`src/rtl/move_unit_pkg.sv`:
```
// Shared instruction codes, FSM state encoding and CP0 direction codes
// for the move/coprocessor-transfer unit.
package move_unit_pkg;

   localparam int INST_WIDTH = 8;

   localparam logic [INST_WIDTH-1:0] INST_MOVZ = 8'h01;
   localparam logic [INST_WIDTH-1:0] INST_MOVN = 8'h02;
   localparam logic [INST_WIDTH-1:0] INST_MFHI = 8'h03;
   localparam logic [INST_WIDTH-1:0] INST_MFLO = 8'h04;
   localparam logic [INST_WIDTH-1:0] INST_MTHI = 8'h05;
   localparam logic [INST_WIDTH-1:0] INST_MTLO = 8'h06;
   localparam logic [INST_WIDTH-1:0] INST_MFC0 = 8'h07;
   localparam logic [INST_WIDTH-1:0] INST_MTC0 = 8'h08;

   localparam logic MEM_READ  = 1'b0;
   localparam logic MEM_WRITE = 1'b1;

   typedef enum logic [1:0] {
      MV_IDLE = 2'd0,
      MV_CP0  = 2'd1,
      MV_RESP = 2'd2
   } mv_state_e;

   function automatic logic is_cp0(input logic [INST_WIDTH-1:0] op);
      return (op == INST_MFC0) || (op == INST_MTC0);
   endfunction

endpackage

```
`src/rtl/move_unit_hilo.sv`:
```
// Architectural HI/LO registers. The multiply/divide unit writes both
// halves; an MTHI/MTLO in the same cycle overrides only its own half.
// The bypass outputs show the value a same-cycle MFHI/MFLO must return.
module hilo_reg #(
   parameter int W = 32
) (
   input  logic         clk,
   input  logic         rst_n,
   input  logic         md_we_i,
   input  logic [W-1:0] md_hi_i,
   input  logic [W-1:0] md_lo_i,
   input  logic         mthi_we_i,
   input  logic         mtlo_we_i,
   input  logic [W-1:0] wdata_i,
   output logic [W-1:0] hi_o,
   output logic [W-1:0] lo_o,
   output logic [W-1:0] hi_byp_o,
   output logic [W-1:0] lo_byp_o
);

   logic [W-1:0] hi_q, hi_d, lo_q, lo_d;

   // Bypass the md result for reads, then let MT* win for its own half
   always_comb begin
      hi_byp_o = md_we_i ? md_hi_i : hi_q;
      lo_byp_o = md_we_i ? md_lo_i : lo_q;
      hi_d     = mthi_we_i ? wdata_i : hi_byp_o;
      lo_d     = mtlo_we_i ? wdata_i : lo_byp_o;
   end

   // HI/LO storage with synchronous clear
   always_ff @(posedge clk) begin
      if (!rst_n) begin
         hi_q <= '0;
         lo_q <= '0;
      end else begin
         hi_q <= hi_d;
         lo_q <= lo_d;
      end
   end

   assign hi_o = hi_q;
   assign lo_o = lo_q;

endmodule

```
`src/rtl/move_unit.sv`:
```
// Move / coprocessor-transfer unit: MOVZ/MOVN, HI/LO moves and CP0
// transfers with a bounded acknowledge wait. All outputs are registered.
module move_unit
   import move_unit_pkg::*;
#(
   parameter int DATA_WIDTH     = 32,
   parameter int CP0_ADDR_WIDTH = 5,
   parameter int CP0_SEL_WIDTH  = 3,
   parameter int CP0_TIMEOUT    = 15
) (
   input  logic                      clk,
   input  logic                      rst_n,
   input  logic                      flush,
   input  logic                      in_valid,
   output logic                      in_ready,
   input  logic [INST_WIDTH-1:0]     inst,
   input  logic [DATA_WIDTH-1:0]     raw_inst,
   input  logic [DATA_WIDTH-1:0]     data,
   input  logic [DATA_WIDTH-1:0]     cond,
   input  logic                      md_we,
   input  logic [DATA_WIDTH-1:0]     md_hi,
   input  logic [DATA_WIDTH-1:0]     md_lo,
   output logic [DATA_WIDTH-1:0]     hi,
   output logic [DATA_WIDTH-1:0]     lo,
   output logic                      cp0_req,
   output logic                      cp0_we,
   output logic [CP0_ADDR_WIDTH-1:0] cp0_addr,
   output logic [CP0_SEL_WIDTH-1:0]  cp0_sel,
   output logic [DATA_WIDTH-1:0]     cp0_wdata,
   input  logic [DATA_WIDTH-1:0]     cp0_rdata,
   input  logic                      cp0_ack,
   output logic                      out_valid,
   output logic [DATA_WIDTH-1:0]     res,
   output logic                      res_we,
   output logic                      cp0_err
);

   localparam int TW = $clog2(CP0_TIMEOUT + 1);
   localparam logic [TW-1:0] TMO_LIM = TW'(CP0_TIMEOUT);

   mv_state_e                 state_q;
   logic                      in_ready_q, cp0_req_q, cp0_we_q;
   logic [CP0_ADDR_WIDTH-1:0] cp0_addr_q;
   logic [CP0_SEL_WIDTH-1:0]  cp0_sel_q;
   logic [DATA_WIDTH-1:0]     cp0_wdata_q, res_q;
   logic                      out_valid_q, res_we_q, cp0_err_q;
   logic [TW-1:0]             tmo_q, tmo_d;
   logic                      accept;
   logic [DATA_WIDTH-1:0]     hi_byp, lo_byp;
   logic                      unused_raw;

   // Only the register/select fields of the raw word matter here
   assign unused_raw = ^raw_inst;

   // Flush blocks acceptance, so a flushed MTHI/MTLO never touches HI/LO
   assign accept = (state_q == MV_IDLE) && in_valid && !flush;
   assign tmo_d  = tmo_q + TW'(1);

   hilo_reg #(.W(DATA_WIDTH)) u_hilo (
      .clk       (clk),
      .rst_n     (rst_n),
      .md_we_i   (md_we),
      .md_hi_i   (md_hi),
      .md_lo_i   (md_lo),
      .mthi_we_i (accept && (inst == INST_MTHI)),
      .mtlo_we_i (accept && (inst == INST_MTLO)),
      .wdata_i   (data),
      .hi_o      (hi),
      .lo_o      (lo),
      .hi_byp_o  (hi_byp),
      .lo_byp_o  (lo_byp)
   );

   // Control FSM with registered handshake, CP0 port and result outputs
   always_ff @(posedge clk) begin
      if (!rst_n) begin
         state_q     <= MV_IDLE;
         in_ready_q  <= 1'b1;
         cp0_req_q   <= 1'b0;
         cp0_we_q    <= MEM_READ;
         cp0_addr_q  <= '0;
         cp0_sel_q   <= '0;
         cp0_wdata_q <= '0;
         out_valid_q <= 1'b0;
         res_q       <= '0;
         res_we_q    <= 1'b0;
         cp0_err_q   <= 1'b0;
         tmo_q       <= '0;
      end else if (flush) begin
         state_q     <= MV_IDLE;
         in_ready_q  <= 1'b1;
         cp0_req_q   <= 1'b0;
         out_valid_q <= 1'b0;
         res_we_q    <= 1'b0;
         cp0_err_q   <= 1'b0;
         tmo_q       <= '0;
      end else begin
         case (state_q)
            MV_IDLE: begin
               out_valid_q <= 1'b0;
               res_we_q    <= 1'b0;
               cp0_err_q   <= 1'b0;
               if (in_valid) begin
                  in_ready_q <= 1'b0;
                  if (is_cp0(inst)) begin
                     state_q     <= MV_CP0;
                     cp0_req_q   <= 1'b1;
                     cp0_we_q    <= (inst == INST_MTC0) ? MEM_WRITE : MEM_READ;
                     cp0_addr_q  <= raw_inst[11 +: CP0_ADDR_WIDTH];
                     cp0_sel_q   <= raw_inst[0 +: CP0_SEL_WIDTH];
                     cp0_wdata_q <= data;
                     tmo_q       <= '0;
                  end else begin
                     state_q     <= MV_RESP;
                     out_valid_q <= 1'b1;
                     case (inst)
                        INST_MOVZ: begin res_q <= data;   res_we_q <= (cond == '0); end
                        INST_MOVN: begin res_q <= data;   res_we_q <= (cond != '0); end
                        INST_MFHI: begin res_q <= hi_byp; res_we_q <= 1'b1;         end
                        INST_MFLO: begin res_q <= lo_byp; res_we_q <= 1'b1;         end
                        default:   res_we_q <= 1'b0;
                     endcase
                  end
               end
            end
            MV_CP0: begin
               // An ack in the limit cycle still completes normally
               if (cp0_ack) begin
                  state_q     <= MV_RESP;
                  cp0_req_q   <= 1'b0;
                  out_valid_q <= 1'b1;
                  res_we_q    <= (cp0_we_q == MEM_READ);
                  if (cp0_we_q == MEM_READ) res_q <= cp0_rdata;
               end else if (tmo_d == TMO_LIM) begin
                  state_q     <= MV_RESP;
                  cp0_req_q   <= 1'b0;
                  out_valid_q <= 1'b1;
                  cp0_err_q   <= 1'b1;
                  res_q       <= '0;
                  res_we_q    <= 1'b0;
               end else begin
                  tmo_q <= tmo_d;
               end
            end
            MV_RESP: begin
               state_q     <= MV_IDLE;
               in_ready_q  <= 1'b1;
               out_valid_q <= 1'b0;
               res_we_q    <= 1'b0;
               cp0_err_q   <= 1'b0;
            end
            default: state_q <= MV_IDLE;
         endcase
      end
   end

   assign in_ready  = in_ready_q;
   assign cp0_req   = cp0_req_q;
   assign cp0_we    = cp0_we_q;
   assign cp0_addr  = cp0_addr_q;
   assign cp0_sel   = cp0_sel_q;
   assign cp0_wdata = cp0_wdata_q;
   assign out_valid = out_valid_q;
   assign res       = res_q;
   assign res_we    = res_we_q;
   assign cp0_err   = cp0_err_q;

endmodule

```
`config.mk`:
```
export PLATFORM = sky130hd
export DESIGN_NAME = move_unit
export DESIGN_NICKNAME = d
export VERILOG_FILES = /design/src/rtl/move_unit_pkg.sv /design/src/rtl/move_unit_hilo.sv /design/src/rtl/move_unit.sv
export SDC_FILE = /design/constraint.sdc
export NUM_CORES = 1
export LEC_CHECK = 0
export ABC_AREA = 0
export CAP_MARGIN = 20
export CELL_PAD_IN_SITES_DETAIL_PLACEMENT = 1
export CELL_PAD_IN_SITES_GLOBAL_PLACEMENT = 2
export CORE_ASPECT_RATIO = 1.75
export CORE_MARGIN = 8
export CORE_UTILIZATION = 25
export DETAILED_ROUTE_END_ITERATION = 6
export HOLD_SLACK_MARGIN = 0.06
export PLACE_DENSITY_LB_ADDON = 0.1
export SKIP_LAST_GASP = 1
export SLEW_MARGIN = 20
export SYNTH_ARGS = -nofsm -noshare
export SYNTH_HDL_FRONTEND = slang
export SYNTH_SLANG_ARGS = --single-unit
export TNS_END_PERCENT = 100
```
`constraint.sdc`:
```
create_clock -name clk -period 4.15 [get_ports clk]
set_clock_uncertainty 0.15 [all_clocks]
set_input_delay 0.83 -clock clk [delete_from_list [all_inputs] [get_ports clk]]
set_output_delay 0.83 -clock clk [all_outputs]
set_load 0.05 [all_outputs]
```
==> flow_metrics.env <==
export IMPL_ys_async_sr_fraction=0
export IMPL_tritoncts="yes"
export IMPL_yosys_register_bits=148
export IMPL_clock_tree_buffer_depth=2
export IMPL_worst_endpoint_required_ns=4.37
export IMPL_floorplan_initialDensity=0.252
export IMPL_gpl_final_weighted_congestion=0.787
export IMPL_netlist_area_um2=7690
export IMPL_power_switching_fraction=0.266
export IMPL_placement_rows=85
export IMPL_final_instance_count_excl_fill=1607
export IMPL_path_max_fanout=22
export IMPL_final_core_util=0.390
export IMPL_via_count=7795
export IMPL_netlist_cell_type_count=50
export IMPL_slew_headroom=0.470
export IMPL_power_report_internal_total_mw=2.82
export IMPL_detail_route_vias_per_cell=4.85
export IMPL_top_level_i_o_count=348
export IMPL_most_frequent_standard_cell_in_the_layout_excluding_fill_and_tap_cells="sky130_fd_sc_hd__clkdlybuf4s50_1"
export IMPL_rsz0062_at_grt="false"
export IMPL_timing_critical_path_from_type="input pin"
export IMPL_outcome="finished, final reports clean"
export IMPL_filler_cell_count=3548
export IMPL_clock_sink_count=148
export IMPL_ys_dominant_reg_cell="sky130_fd_sc_hd__dfxtp_1"
export IMPL_max_freq_ghz=0.319
export IMPL_detail_route_antenna_nets=0
export IMPL_post_layout_total_power_mw=3.85
export IMPL_cp_slowest_cell="sky130_fd_sc_hd__or3_2"
export IMPL_worst_pin_slew_ns=0.795
export IMPL_power_frac_seq=0.385
export IMPL_cts_post_setup_buffers_inserted=0
export IMPL_path_clk_slew_ns=0.06
export IMPL_avgRoutedWirePerCell_um=22.4
export IMPL_grt_antenna_before_repair=5
export IMPL_min_delay_path_class="reg -> reg"
export IMPL_tritoncts_num_buffers=17
export IMPL_worstSetupPathType="in -> reg"
export IMPL_wl_mm=36.0
export IMPL_clk_root_buffer_cell="sky130_fd_sc_hd__clkbuf_16"
export IMPL_holdBufCountCts=0
export IMPL_grt_max_degree=81
export IMPL_list_of_cells_traversed_by_the_critical_path="clkdlybuf4s50_1 > or4_4 > or3_2 > buf_12 > o22ai_1 > o211ai_1 > mux2i_1"
export IMPL_setup_violations=0
export IMPL_number_of_instances_in_the_synthesized_netlist=915
export IMPL_die_area_um2=36900
export IMPL_port_buffers=323
export IMPL_critical_path_endpoint_type="flop"
export IMPL_grt_pass1_wl_mm=53.2
export IMPL_final_max_slew_viol_count=0
export IMPL_groute_usage_overall=0.193
export IMPL_yosysSeqAreaShare=0.385
export IMPL_areaGrowthSynthToFinish_pct=54.9
export IMPL_setup_slack_ns=1.02
export IMPL_worst_ir_drop_vdd_mv=0.303
export IMPL_layout_cells_most_common_list="320 x sky130_fd_sc_hd__clkdlybuf4s50_1, 251 x sky130_fd_sc_hd__nand2_1, 148 x sky130_fd_sc_hd__dfxtp_1"
export IMPL_post_cts_resized=0
export IMPL_post_route_period_util=0.755
export IMPL_finalWorstPathRequiredPeriod_ns=3.13
export IMPL_pwr_share_comb=0.175
export IMPL_timing_max_cap_violations=0
export IMPL_first_iter_violations=261
export IMPL_core_area_um2=30500
export IMPL_detailedPlacementHpwl_mm=26.5
export IMPL_placed_cells=1572
export IMPL_max_stage_delay_ns=0.72
export IMPL_syn_avg_cell_area_um2=8.41
export IMPL_synth_fp_nets=1127
export IMPL_p_switching_mw=1.02
export IMPL_ff2ff_setup_slack_ns=1.52
export IMPL_crit_arrival_ns=3.35
export IMPL_number_of_synthesized_flops_with_an_enable_pin=0
export IMPL_layout_nets=1412
export IMPL_ys_warnings_count=0
export IMPL_power_density_nw_per_um2=323
export IMPL_die_x_um=149
export IMPL_die_y_um=248
export IMPL_total_leakage_power_nw=5.20
export IMPL_route_detailed_drc=0
export IMPL_cts_htree_levels=4
export IMPL_overflow=0
export IMPL_preCtsSetupSlack_ns=0.573
export IMPL_drive_above_1_share=0.0619
export IMPL_setup_total_negative_slack_ns=0
export IMPL_grt_pass1_vias=8369
export IMPL_clk_latency_ns=0.44
export IMPL_detailedRoute_firstPassIterationCount=4
export IMPL_report_final_hold_viol_count=0
export IMPL_power_clock_fraction=0.440
==> synth_stat cells (2+ instances only) <==
cell                        number  area [um^2]
sky130_fd_sc_hd__a211o_1         2         17.5
sky130_fd_sc_hd__a211oi_1        2         15.0
sky130_fd_sc_hd__a21boi_0        2         15.0
sky130_fd_sc_hd__a21boi_1       40          300
sky130_fd_sc_hd__a21oi_1         6         30.0
sky130_fd_sc_hd__a31oi_1         3         18.8
sky130_fd_sc_hd__and2_1          3         18.8
sky130_fd_sc_hd__buf_1           6         22.5
sky130_fd_sc_hd__buf_2          16         80.1
sky130_fd_sc_hd__buf_6           7         78.8
sky130_fd_sc_hd__clkbuf_1       48          180
sky130_fd_sc_hd__dfxtp_1       148         2960
sky130_fd_sc_hd__ha_1            6         75.1
sky130_fd_sc_hd__inv_1           7         26.3
sky130_fd_sc_hd__mux2i_1       100         1000
sky130_fd_sc_hd__nand2_1       252          946
sky130_fd_sc_hd__nand2b_1        4         25.0
sky130_fd_sc_hd__nand3_1         2         10.0
sky130_fd_sc_hd__nand3b_1        3         22.5
sky130_fd_sc_hd__nand4_1         5         31.3
sky130_fd_sc_hd__nand4b_1        2         17.5
sky130_fd_sc_hd__nor2_1         76          285
sky130_fd_sc_hd__nor2b_1         6         37.5
sky130_fd_sc_hd__nor3_1          2         10.0
sky130_fd_sc_hd__nor4_1         11         68.8
sky130_fd_sc_hd__o2111ai_1       2         17.5
sky130_fd_sc_hd__o211a_1        65          651
sky130_fd_sc_hd__o211ai_1       32          240
sky130_fd_sc_hd__o21ai_0         3         15.0
sky130_fd_sc_hd__o22ai_1        21          131
sky130_fd_sc_hd__o22ai_2        12          150
sky130_fd_sc_hd__or3_1           3         18.8
==> layout make-up <==
class                           count  area (um^2)  share of cell area
Antenna cell                        5         12.5             0.00105
Clock buffer                       21          470              0.0395
Clock inverter                      9          153              0.0128
Inverter                            7         26.3             0.00221
Multi-Input combinational cell    682         4370               0.366
Sequential cell                   148         2960               0.249
Tap cell                          391          489              0.0411
Timing Repair Buffer              344         3430               0.288
==> worst max-delay path: cells and delay by family <==
kind                   cells  cell delay (ns)
buffers and inverters      2             0.67
and+or+nand+nor            2             1.34
muxes                      1             0.15
AOI/OAI and AO/OA          2             0.31
==> logic make-up (layout without fill, tap and decap cells) <==
| group | Yosys count | in the layout | share of synthesized area |
|---|---|---|---|
| flops | 148 | 148 | 0.385 |
| buf+inv | 85 | 381 | 0.0514 |
| compound gates | 202 | 202 | 0.223 |
| simple gates | 374 | 374 | 0.200 |
| fa+ha+maj | 6 | 6 | 0.00976 |
| mux | 100 | 100 | 0.130 |
| other cells | 0 | 5 | 0 |
==> routing by layer <==
metal / vias up / track usage / wire (um)
li1: 3773 / - / -
met1: 3771 / 0.196 / 13500
met2: 215 / 0.371 / 19900
met3: 36 / 0.0426 / 1780
met4: 0 / 0.0783 / 856
met5: - / 0 / 0
==> power by group through the flow <==
stage               clock, mW  combinational, mW  sequential [mW]
floorplan                   0              0.204             1.65
global placement            0              0.676             1.51
detailed placement          0              0.680             1.51
CTS                      1.76              0.683             1.48
global route             1.82              0.718             1.49
finish                   1.69              0.672             1.48
==> path summary, 6_finish.rpt <==
path,from,end,depth (start not counted)
max,inst[5],res[4],7
min,cp0_wdata[14],cp0_wdata[14],2
max reg2reg,state_q[1],res[30],8
min reg2reg,cp0_wdata[14],cp0_wdata[14],2
==> flip-flops by register name, indices dropped and copies added, names as in the netlist, 2 cells and up <==
register	cells
cp0_wdata	32
res	32
u_hilo.hi_o	32
u_hilo.lo_o	32
cp0_addr	5
tmo_q	4
cp0_sel	3
state_q	2
==> stage by stage <==
stage | area (um^2) | hold WS (ns)
detailed placement | 11300 | 0.295
global route | 11900 | 0.321
floorplan | 7690 | 0.356
finish | 11900 | 0.300
global placement | 11300 | 0.290
CTS | 11900 | 0.304
Note: power is estimated with default switching activity, not from simulation.
